$ cat config.mk
export PLATFORM = sky130hd
export DESIGN_NAME = fetch_unit
export DESIGN_NICKNAME = d
export VERILOG_FILES = /design/src/rtl/fetch_unit.sv
export SDC_FILE = /design/constraint.sdc
export NUM_CORES = 1
export LEC_CHECK = 0
export ABC_AREA = 1
export BUFFER_PORTS_ARGS = -buffer_cell sky130_fd_sc_hd__buf_2
export CAP_MARGIN = 20
export CORE_ASPECT_RATIO = 1.25
export CORE_MARGIN = 1.5
export CORE_UTILIZATION = 55
export CTS_BUF_LIST = sky130_fd_sc_hd__clkbuf_8
export DETAILED_ROUTE_END_ITERATION = 10
export GPL_TIMING_DRIVEN = 0
export PLACE_DENSITY = 0.88
export SYNTH_ARGS = -nofsm -noshare
export SYNTH_HDL_FRONTEND = slang
export SYNTH_SLANG_ARGS = --single-unit
$ cat constraint.sdc
create_clock -name clk -period 2.95 [get_ports clk]
set_clock_uncertainty 0.15 [all_clocks]
set_input_delay 0.295 -clock clk [delete_from_list [all_inputs] [get_ports clk]]
set_output_delay 0.295 -clock clk [all_outputs]
set_load 0.01 [all_outputs]
$ cat src/rtl/fetch_unit.sv
// rtl/fetch_unit.sv - instruction fetch stage with IF/ID register, one-word skid and redirect.
// Optional: FETCH_PERF_CNT_EN adds a saturating fetch_count of instructions delivered to decode.
module fetch_unit (
  input  logic        clk,
  input  logic        rst_n,
  output logic        imem_req,
  output logic [31:0] imem_addr,
  input  logic        imem_ready,
  input  logic [31:0] imem_rdata,
  input  logic        stall,
  input  logic        PCsrc,
  input  logic        JSel,
  input  logic        JrSel,
  input  logic [31:0] branch_imm,
  input  logic [31:0] jr_addr,
  output logic [31:0] instr,
  output logic [5:0]  opcode,
  output logic [5:0]  func,
  output logic [31:0] pc_plus4,
  output logic        valid
`ifdef FETCH_PERF_CNT_EN
  ,
  output logic [31:0] fetch_count
`endif
);

  typedef enum logic [1:0] {IDLE, FETCH, HOLD} state_t;

  state_t      state_q, state_d;
  logic [31:0] pc_q, pc_d;
  logic [31:0] instr_q, instr_d;
  logic [31:0] pc_plus4_q, pc_plus4_d;
  logic [31:0] skid_q, skid_d;
  logic        valid_q, valid_d;
  logic        imem_req_q;
  logic        redirect;
  logic        deliver;
  logic [31:0] deliver_word;
  logic [31:0] target;
  logic [31:0] seq_pc;

  assign seq_pc   = pc_q + 32'd4;
  assign redirect = valid_q && !stall && (JrSel || JSel || PCsrc);

  always_comb begin
    if (JrSel)
      target = jr_addr & ~32'h3;
    else if (JSel)
      target = {pc_plus4_q[31:28], instr_q[25:0], 2'b00};
    else
      target = pc_plus4_q + (branch_imm << 2);
  end

  always_comb begin
    state_d      = state_q;
    pc_d         = pc_q;
    instr_d      = instr_q;
    pc_plus4_d   = pc_plus4_q;
    valid_d      = valid_q;
    skid_d       = skid_q;
    deliver      = 1'b0;
    deliver_word = imem_rdata;
    case (state_q)
      IDLE: state_d = FETCH;
      FETCH: begin
        // A redirect squashes whatever memory returns this cycle.
        if (redirect) begin
          pc_d    = target;
          valid_d = 1'b0;
          instr_d = 32'h0;
        end else if (imem_ready && !stall) begin
          deliver = 1'b1;
        end else if (imem_ready) begin
          skid_d  = imem_rdata;
          state_d = HOLD;
        end else if (!stall) begin
          valid_d = 1'b0;
          instr_d = 32'h0;
        end
      end
      HOLD: begin
        if (redirect) begin
          pc_d    = target;
          valid_d = 1'b0;
          instr_d = 32'h0;
          skid_d  = 32'h0;
          state_d = FETCH;
        end else if (!stall) begin
          deliver      = 1'b1;
          deliver_word = skid_q;
          state_d      = FETCH;
        end
      end
      default: state_d = IDLE;
    endcase
    if (deliver) begin
      instr_d    = deliver_word;
      pc_plus4_d = seq_pc;
      valid_d    = 1'b1;
      pc_d       = seq_pc;
    end
  end

  always_ff @(posedge clk or negedge rst_n) begin
    if (!rst_n) begin
      state_q    <= IDLE;
      pc_q       <= 32'h0;
      instr_q    <= 32'h0;
      pc_plus4_q <= 32'h0;
      skid_q     <= 32'h0;
      valid_q    <= 1'b0;
      imem_req_q <= 1'b0;
    end else begin
      state_q    <= state_d;
      pc_q       <= pc_d;
      instr_q    <= instr_d;
      pc_plus4_q <= pc_plus4_d;
      skid_q     <= skid_d;
      valid_q    <= valid_d;
      imem_req_q <= (state_d == FETCH);
    end
  end

`ifdef FETCH_PERF_CNT_EN
  logic [31:0] fetch_count_q;

  always_ff @(posedge clk or negedge rst_n) begin
    if (!rst_n)
      fetch_count_q <= 32'h0;
    else if (deliver && (fetch_count_q != 32'hFFFF_FFFF))
      fetch_count_q <= fetch_count_q + 32'd1;
  end

  assign fetch_count = fetch_count_q;
`endif

  assign imem_req  = imem_req_q;
  assign imem_addr = pc_q;
  assign instr     = instr_q;
  assign opcode    = instr_q[31:26];
  assign func      = instr_q[5:0];
  assign pc_plus4  = pc_plus4_q;
  assign valid     = valid_q;

endmodule

==> impl_results.md, run 1 <==
* Drt total wl at 35.06 mm
* Avg Synthesized Cell Area at roughly 7.0 um^2
* Fin. max-slew vios at 0
* Register area at about 0.0033 mm^2
* Library cells used by synthesis at between 50 and 60
* Slew @ Worst Pin at approximately 720 ps
* Clock transition at path regs at ~80 ps
* Commonest non-fill, non-tap cells in the layout: nand2_1 (357), buf_2 (221), dfrtp_1 (132)
* Core ar. at about 0.017 mm^2
* Vias in the first global route at roughly 10000
* Fill count at approximately 1500
* Worst r2r src: pc_plus4[2]
* H-tree depth at 4
* # nets final at ~1700
* Design Power at about 0.012 W
* Routed Antenna Nets at 0
* Crit path buf inv count at 0
* Die W at roughly 120 um
* Gr usage total at 0.3923
* Pre-CTS WS at between 150 and 200 ps
* Routed via count at 10480
* Sequential-to-total area share from yosys stat at 0.3523
* VDD IR max at roughly 810 uV
* Final Hold Violating Endpoints at 0
* Largest net degree at the start of global routing at 99
* Area of the multi-input gates at 0.005181 mm^2
* Pre-antenna DRT Iters at 8
* Input/output buffers at 206
* TritonCTS buffer count at 17
* MaxCap Viol Count at 0
* WL/cell at between 15 and 20 um
* Synth Flop Type: dfrtp_1
* Mapped Nets at between 1000 and 1500
* Synth area leader: dfrtp_1
* Layout cell share with drive strength beyond 1 at 0.2070
* Leakage at 6.104 nW
* CP most frequent cell: nand2_1
* N_diodes at 0
* Clock root buffer: clkbuf_8
* Setup Fix Bufs, Post-CTS at 0
* CP startpoint kind: flop
* CP delay by family, top: simple AND/OR/NAND/NOR gates
* Largest stage delay, worst path at between 400 and 500 ps
* Via/cell ratio at approximately 5.7
* Worst relative slew slack at 0.5202
* Cell Rows at 53
* First-pass GRT wire length at about 53 mm
* Hold crit path type: in2reg
* Highest-delay cell along the critical path: dfrtp_1
* Period utilization at 0.9328
* Hpwl dp at between 20 and 30 mm
* Worst path required time at around 3200 ps
* CP endpoint kind: flop
* Antenna violations before repair at 2
* Routability cong. at 0.9914
* Status: finished clean
* Global route overflow at 0
* # DRC at 0
* Die ar. at around 0.018 mm^2
* Synth Cell Area at ~0.0094 mm^2
* Asr flop ratio synth at 1.000
* Final setup viols at 0
* Num ports at roughly 210
* Fmax at approximately 360 MHz
* CTS sink count at approximately 130
* Commonest non-fill, non-tap cell in the layout: nand2_1
* Mapped Cells at 1333
* Die height at 149.0 um
* Initial drt markers at about 1200
* Initial Utilization at 0.5589
* Worst Path Max Fanout at 4
* CTS tree: built
* Crit path time final at 2752 ps
* Slack of the critical path at a little under 200 ps
* Post-synth EDFFs at 0
* Top cells by area, synth: dfrtp_1 (35%), nand2_1 (14%), a21oi_1 (6.8%)
* Synthesis Warnings at 0
* CP startpoint: pc_plus4[2]
* Hold Crit Start: jr_addr[3]
* Clk buf depth at 2
* Pwr Density at approximately 1100 mW/mm^2
* Synth top area share at 0.3523
* Clock Latency Late Sink at 460 ps
* P&R area growth vs syn at 21.83%
* Critical-path cell list: ha_1 -> fa_1 -> nand3_1 -> nand2_1 -> nand2_1 -> nand3_1 -> nand2_1 -> nand2_1 -> o21ai_0 -> nand2_1 -> nand3_1 -> a21oi_1
* RSZ-0062 raised after global routing: no
* Worst path arrival time at between 2000 and 3000 ps
* Post-synthesis register bit count at between 100 and 150
* Setup CP Type: reg2reg
[final cells by class]
type / count / share of cell area
multi-input combinational: 999 / 0.4536
sequential: 132 / 0.2892
timing repair buffer: 240 / 0.1221
inverter: 129 / 0.04261
buffer: 73 / 0.03549
tap: 220 / 0.02410
clock buffer: 17 / 0.02048
clock inverter: 14 / 0.01249
[final timing paths]
path | endpoint | cells after the start | slack (ps)
setup reg to reg | imem_addr[18] | 12 | 200
hold reg to reg | skid_q[25] | 2 | 360
max in group asynchronous | instr[12] | 3 | 1690
hold / removal | imem_addr[3] | 3 | 20
min in group asynchronous | pc_plus4[23] | 2 | 150
setup / recovery | imem_addr[18] | 12 | 200
[synthesized netlist by cell type, drive strengths merged, types with 2 or more instances]
library cell and number:
a21o 3, a21oi 129, a31oi 5, a32oi 2
and2 2, buf 45, clkbuf 28, dfrtp 132
ha 34, inv 128, mux2 3, nand2 362
nand3 118, nand4 14, nor2 131, nor3 23
nor4 4, o211ai 11, o21ai 72, o21bai 6
o22ai 2, o31ai 30, o32ai 2, or2 7
xnor2 14, xor2 20
[metrics by stage]
stage	utilization	TNS (ps)	instance area [um^2]	cells	hold WS, ps
final	0.6809	0	11420	1824	21.89
after detailed placement	0.6388	0	10720	1760	78.18
after floorplan	-	0	9376	1333	-150.6
after global placement	0.6367	-45530	10680	1759	322.7
after global routing	0.6809	0	11420	1824	25.20
after CTS	0.6809	0	11420	1824	8.349
[worst reg2reg max path, stage by stage, from the launching register on]
cell and delay, ps:
dfrtp_1 450, ha_1 250, fa_1 420, nand3_1 100, nand2_1 130, nand2_1 90, nand3_1 140, nand2_1 100
nand2_1 80, o21ai_0 380, nand2_1 200, nand3_1 110, a21oi_1 60
[state kept, by name (all words and copies together), names as in the netlist]
name	flops
instr	32
skid_q	32
imem_req	1
valid	1
pc_plus4	32
imem_addr	32
state_q	2
[layer usage]
metal | global-route usage | vias up | part of all wire
met5 | 0 | - | 0.00046
met4 | 0.2107 | 2 | 0.060
met3 | 0.05543 | 126 | 0.064
met2 | 0.6848 | 524 | 0.49
met1 | 0.4680 | 4903 | 0.39
li1 | - | 4923 | -
[power by group]
part | switching [W] | internal (W)
combinational | 0.00451 | 0.00257
sequential | 0.00104 | 0.00269
clock | 0.000809 | 0.000684
total | 0.00636 | 0.00594
[logic make-up (layout without fill, tap and decap cells)]
group	Yosys count	count (layout)	share of synthesized area
and+or+nand+nor	662	662	0.3064
xor gates and xnor gates	34	34	0.03336
buffers and inverters	202	473	0.09514
adders and majority gates	35	35	0.04750
muxes	3	3	0.003603
AOI/OAI and AO/OA	265	265	0.1617
DFF	132	132	0.3523
[what timing repair did]
item / 4_1_cts / 5_1_grt
setup endpoints to repair: 0 / 2
resized for setup: 0 / 2
hold endpoints to repair: 66 / 0
hold buffers: 33 / 0
No activity file was read; power rests on OpenSTA's default activity.
==> run 2, diff against run 1 <==
- CORE_ASPECT_RATIO: 1.25 -> unset
- CORE_MARGIN: 1.5 -> 5
==> impl_results.md, run 2 (synthesis results as in run 1) <==
* Drt total wl at 35.04 mm (about the same)
* Input/output buffers at 206 (unchanged)
* # hold bufs at CTS at 33 (unchanged)
* Clk buf depth at 2 (unchanged)
* Pre-antenna DRT Iters at 6 (-2)
* MaxCap Viol Count at 0 (unchanged)
* Slew @ Worst Pin at 617.7 ps (-102.1 ps)
* Fmax at 371.2 MHz (+2.2%)
* Hpwl dp at 27.30 mm (+0.54%)
* Worst path arrival time at 2950 ps (about the same)
* WL/cell at 19.20 um (-0.10%)
* Leakage at 6.126 nW (+0.37%)
* Routability cong. at 0.9659 (-2.6%)
* VDD IR max at 856.4 uV (+5.3%)
* Clock transition at path regs at 90 ps (about the same)
* H-tree depth at 4 (unchanged)
* Core ar. at 0.01664 mm^2 (-0.81%)
* Worst Path Max Fanout at 4 (unchanged)
* Status: finished clean
* Initial drt markers at 898 (-23%)
* TritonCTS buffer count at 17 (unchanged)
* Clock root buffer: clkbuf_8
* Crit path time final at 2694 ps (-57.93 ps)
* Final Hold Violating Endpoints at 0 (unchanged)
* CTS tree: built
* Commonest non-fill, non-tap cell in the layout: nand2_1
* Layout cell share with drive strength beyond 1 at 0.2064 (-0.0006234)
* Worst path required time at 3200 ps (+50 ps)
* Antenna violations before repair at 4 (+2)
* CP endpoint kind: flop
* RSZ-0062 raised after global routing: no
* # nets final at 1730 (unchanged)
* Clock Latency Late Sink at 480 ps (+20 ps)
* Vias in the first global route at 10330 (+5.2%)
* P&R area growth vs syn at 22.24%
* Finished Cell Area at 0.01146 mm^2 (+0.34%)
* Design Power at 0.01243 W (+1.1%)
* Die W at 140.6 um (+17%)
* # DRC at 0 (unchanged)
* Largest net degree at the start of global routing at 90 (-9.1%)
* Period utilization at 0.9132 (-0.01964)
* Die ar. at 0.01976 mm^2 (+11%)
* CTS sink count at 132 (unchanged)
* Routed via count at 10640 (+1.5%)
* Worst relative slew slack at 0.5882 (+0.06808)
* First-pass GRT wire length at 55.06 mm (+3.8%)
* Pwr Density at 1085 mW/mm^2 (+0.74%)
* Cell Rows at 47 (-11%)
* Num ports at 213 (unchanged)
* Global route overflow at 0 (unchanged)
* Die height at 140.6 um (-5.6%)
* Commonest non-fill, non-tap cells in the layout: nand2_1 (357), buf_2 (221), dfrtp_1 (132)
* Hold crit path type: in2reg
* CP startpoint kind: flop
* Initial Utilization at 0.5634 (+0.004538)
* Gr usage total at 0.3536 (-0.03870)
* Setup Fix Bufs, Post-CTS at 0 (unchanged)
* Via/cell ratio at 5.827 (+1.4%)
* Post-CTS sizing at 0 (unchanged)
* Fin. max-slew vios at 0 (unchanged)
* Setup CP Type: reg2reg
* Final setup viols at 0 (unchanged)
* Final core utilization at 0.6887 (+0.007859)
* Area post-placement at 0.01072 mm^2 (unchanged)
* Routed Antenna Nets at 0 (unchanged)
==> run 2: final cells by class <==
cell class / count / area (um^2)
Timing Repair Buffer: 240 / 1395
Sequential cell: 132 / 3303
Buffer: 73 / 405.4
Tap cell: 220 / 275.3
Antenna cell: 1 / 2.502
Multi-Input combinational cell: 999 / 5181
Clock inverter: 14 / 178.9
Clock buffer: 17 / 234.0
Inverter: 129 / 486.7
Fill cell: 1418 / 5180
==> run 2: worst max-delay path, cell delays in order (launching register included) <==
cell and delay (ps):
dfrtp_1 430, ha_1 280, fa_1 420, nand3_1 100, nand2_1 130, nand2_1 90
nand2_1 130, nand2_1 90, nand2_1 120, nand2_1 110, a21oi_1 70, o21ai_0 240
nand2_1 120, a21oi_1 160
==> run 2: power by group <==
group | total (W) | switching [W] | leakage, nW | internal (W)
registers | 0.00382 | 0.00113 | 1.65 | 0.00269
clock network | 0.00165 | 0.000810 | 0.205 | 0.000842
logic | 0.00697 | 0.00440 | 4.27 | 0.00256
total | 0.0124 | 0.00634 | 6.13 | 0.00610
==> run 2: final timing paths <==
kind / slack [ps] / endpoint / depth (start not counted) / from
max reg2reg: 260 / imem_addr[20] / 13 / pc_plus4[2]
min: 10 / imem_addr[5] / 3 / jr_addr[5]
min in group asynchronous: 170 / imem_addr[30] / 2 / rst_n
min reg2reg: 360 / skid_q[25] / 2 / skid_q[25]
max in group asynchronous: 1650 / skid_q[8] / 3 / rst_n
max: 260 / imem_addr[20] / 13 / pc_plus4[2]
==> run 2: per-stage QoR <==
| step | TNS [ps] | hold WS [ps] | std cells | setup slack [ps] |
|---|---|---|---|---|
| floorplan | 0 | -150.6 | 1333 | 774.2 |
| global route | 0 | 37.41 | 1824 | 36.59 |
| CTS | 0 | 4.230 | 1824 | 282.0 |
| detailed placement | 0 | 106.8 | 1760 | 294.5 |
| global placement | -44550 | 327.4 | 1759 | -352.9 |
| finish | 0 | 10.63 | 1825 | 256.2 |
==> run 2: per-layer routing <==
| metal | track usage | part of all wire | up-vias | wire length [um] |
|---|---|---|---|---|
| met5 | 0 | 0.00074 | - | 26 |
| met4 | 0.1744 | 0.054 | 4 | 1900 |
| met2 | 0.5819 | 0.46 | 701 | 16180 |
| met1 | 0.4415 | 0.37 | 4866 | 12980 |
| li1 | - | - | 4928 | - |
| met3 | 0.07653 | 0.11 | 136 | 3958 |
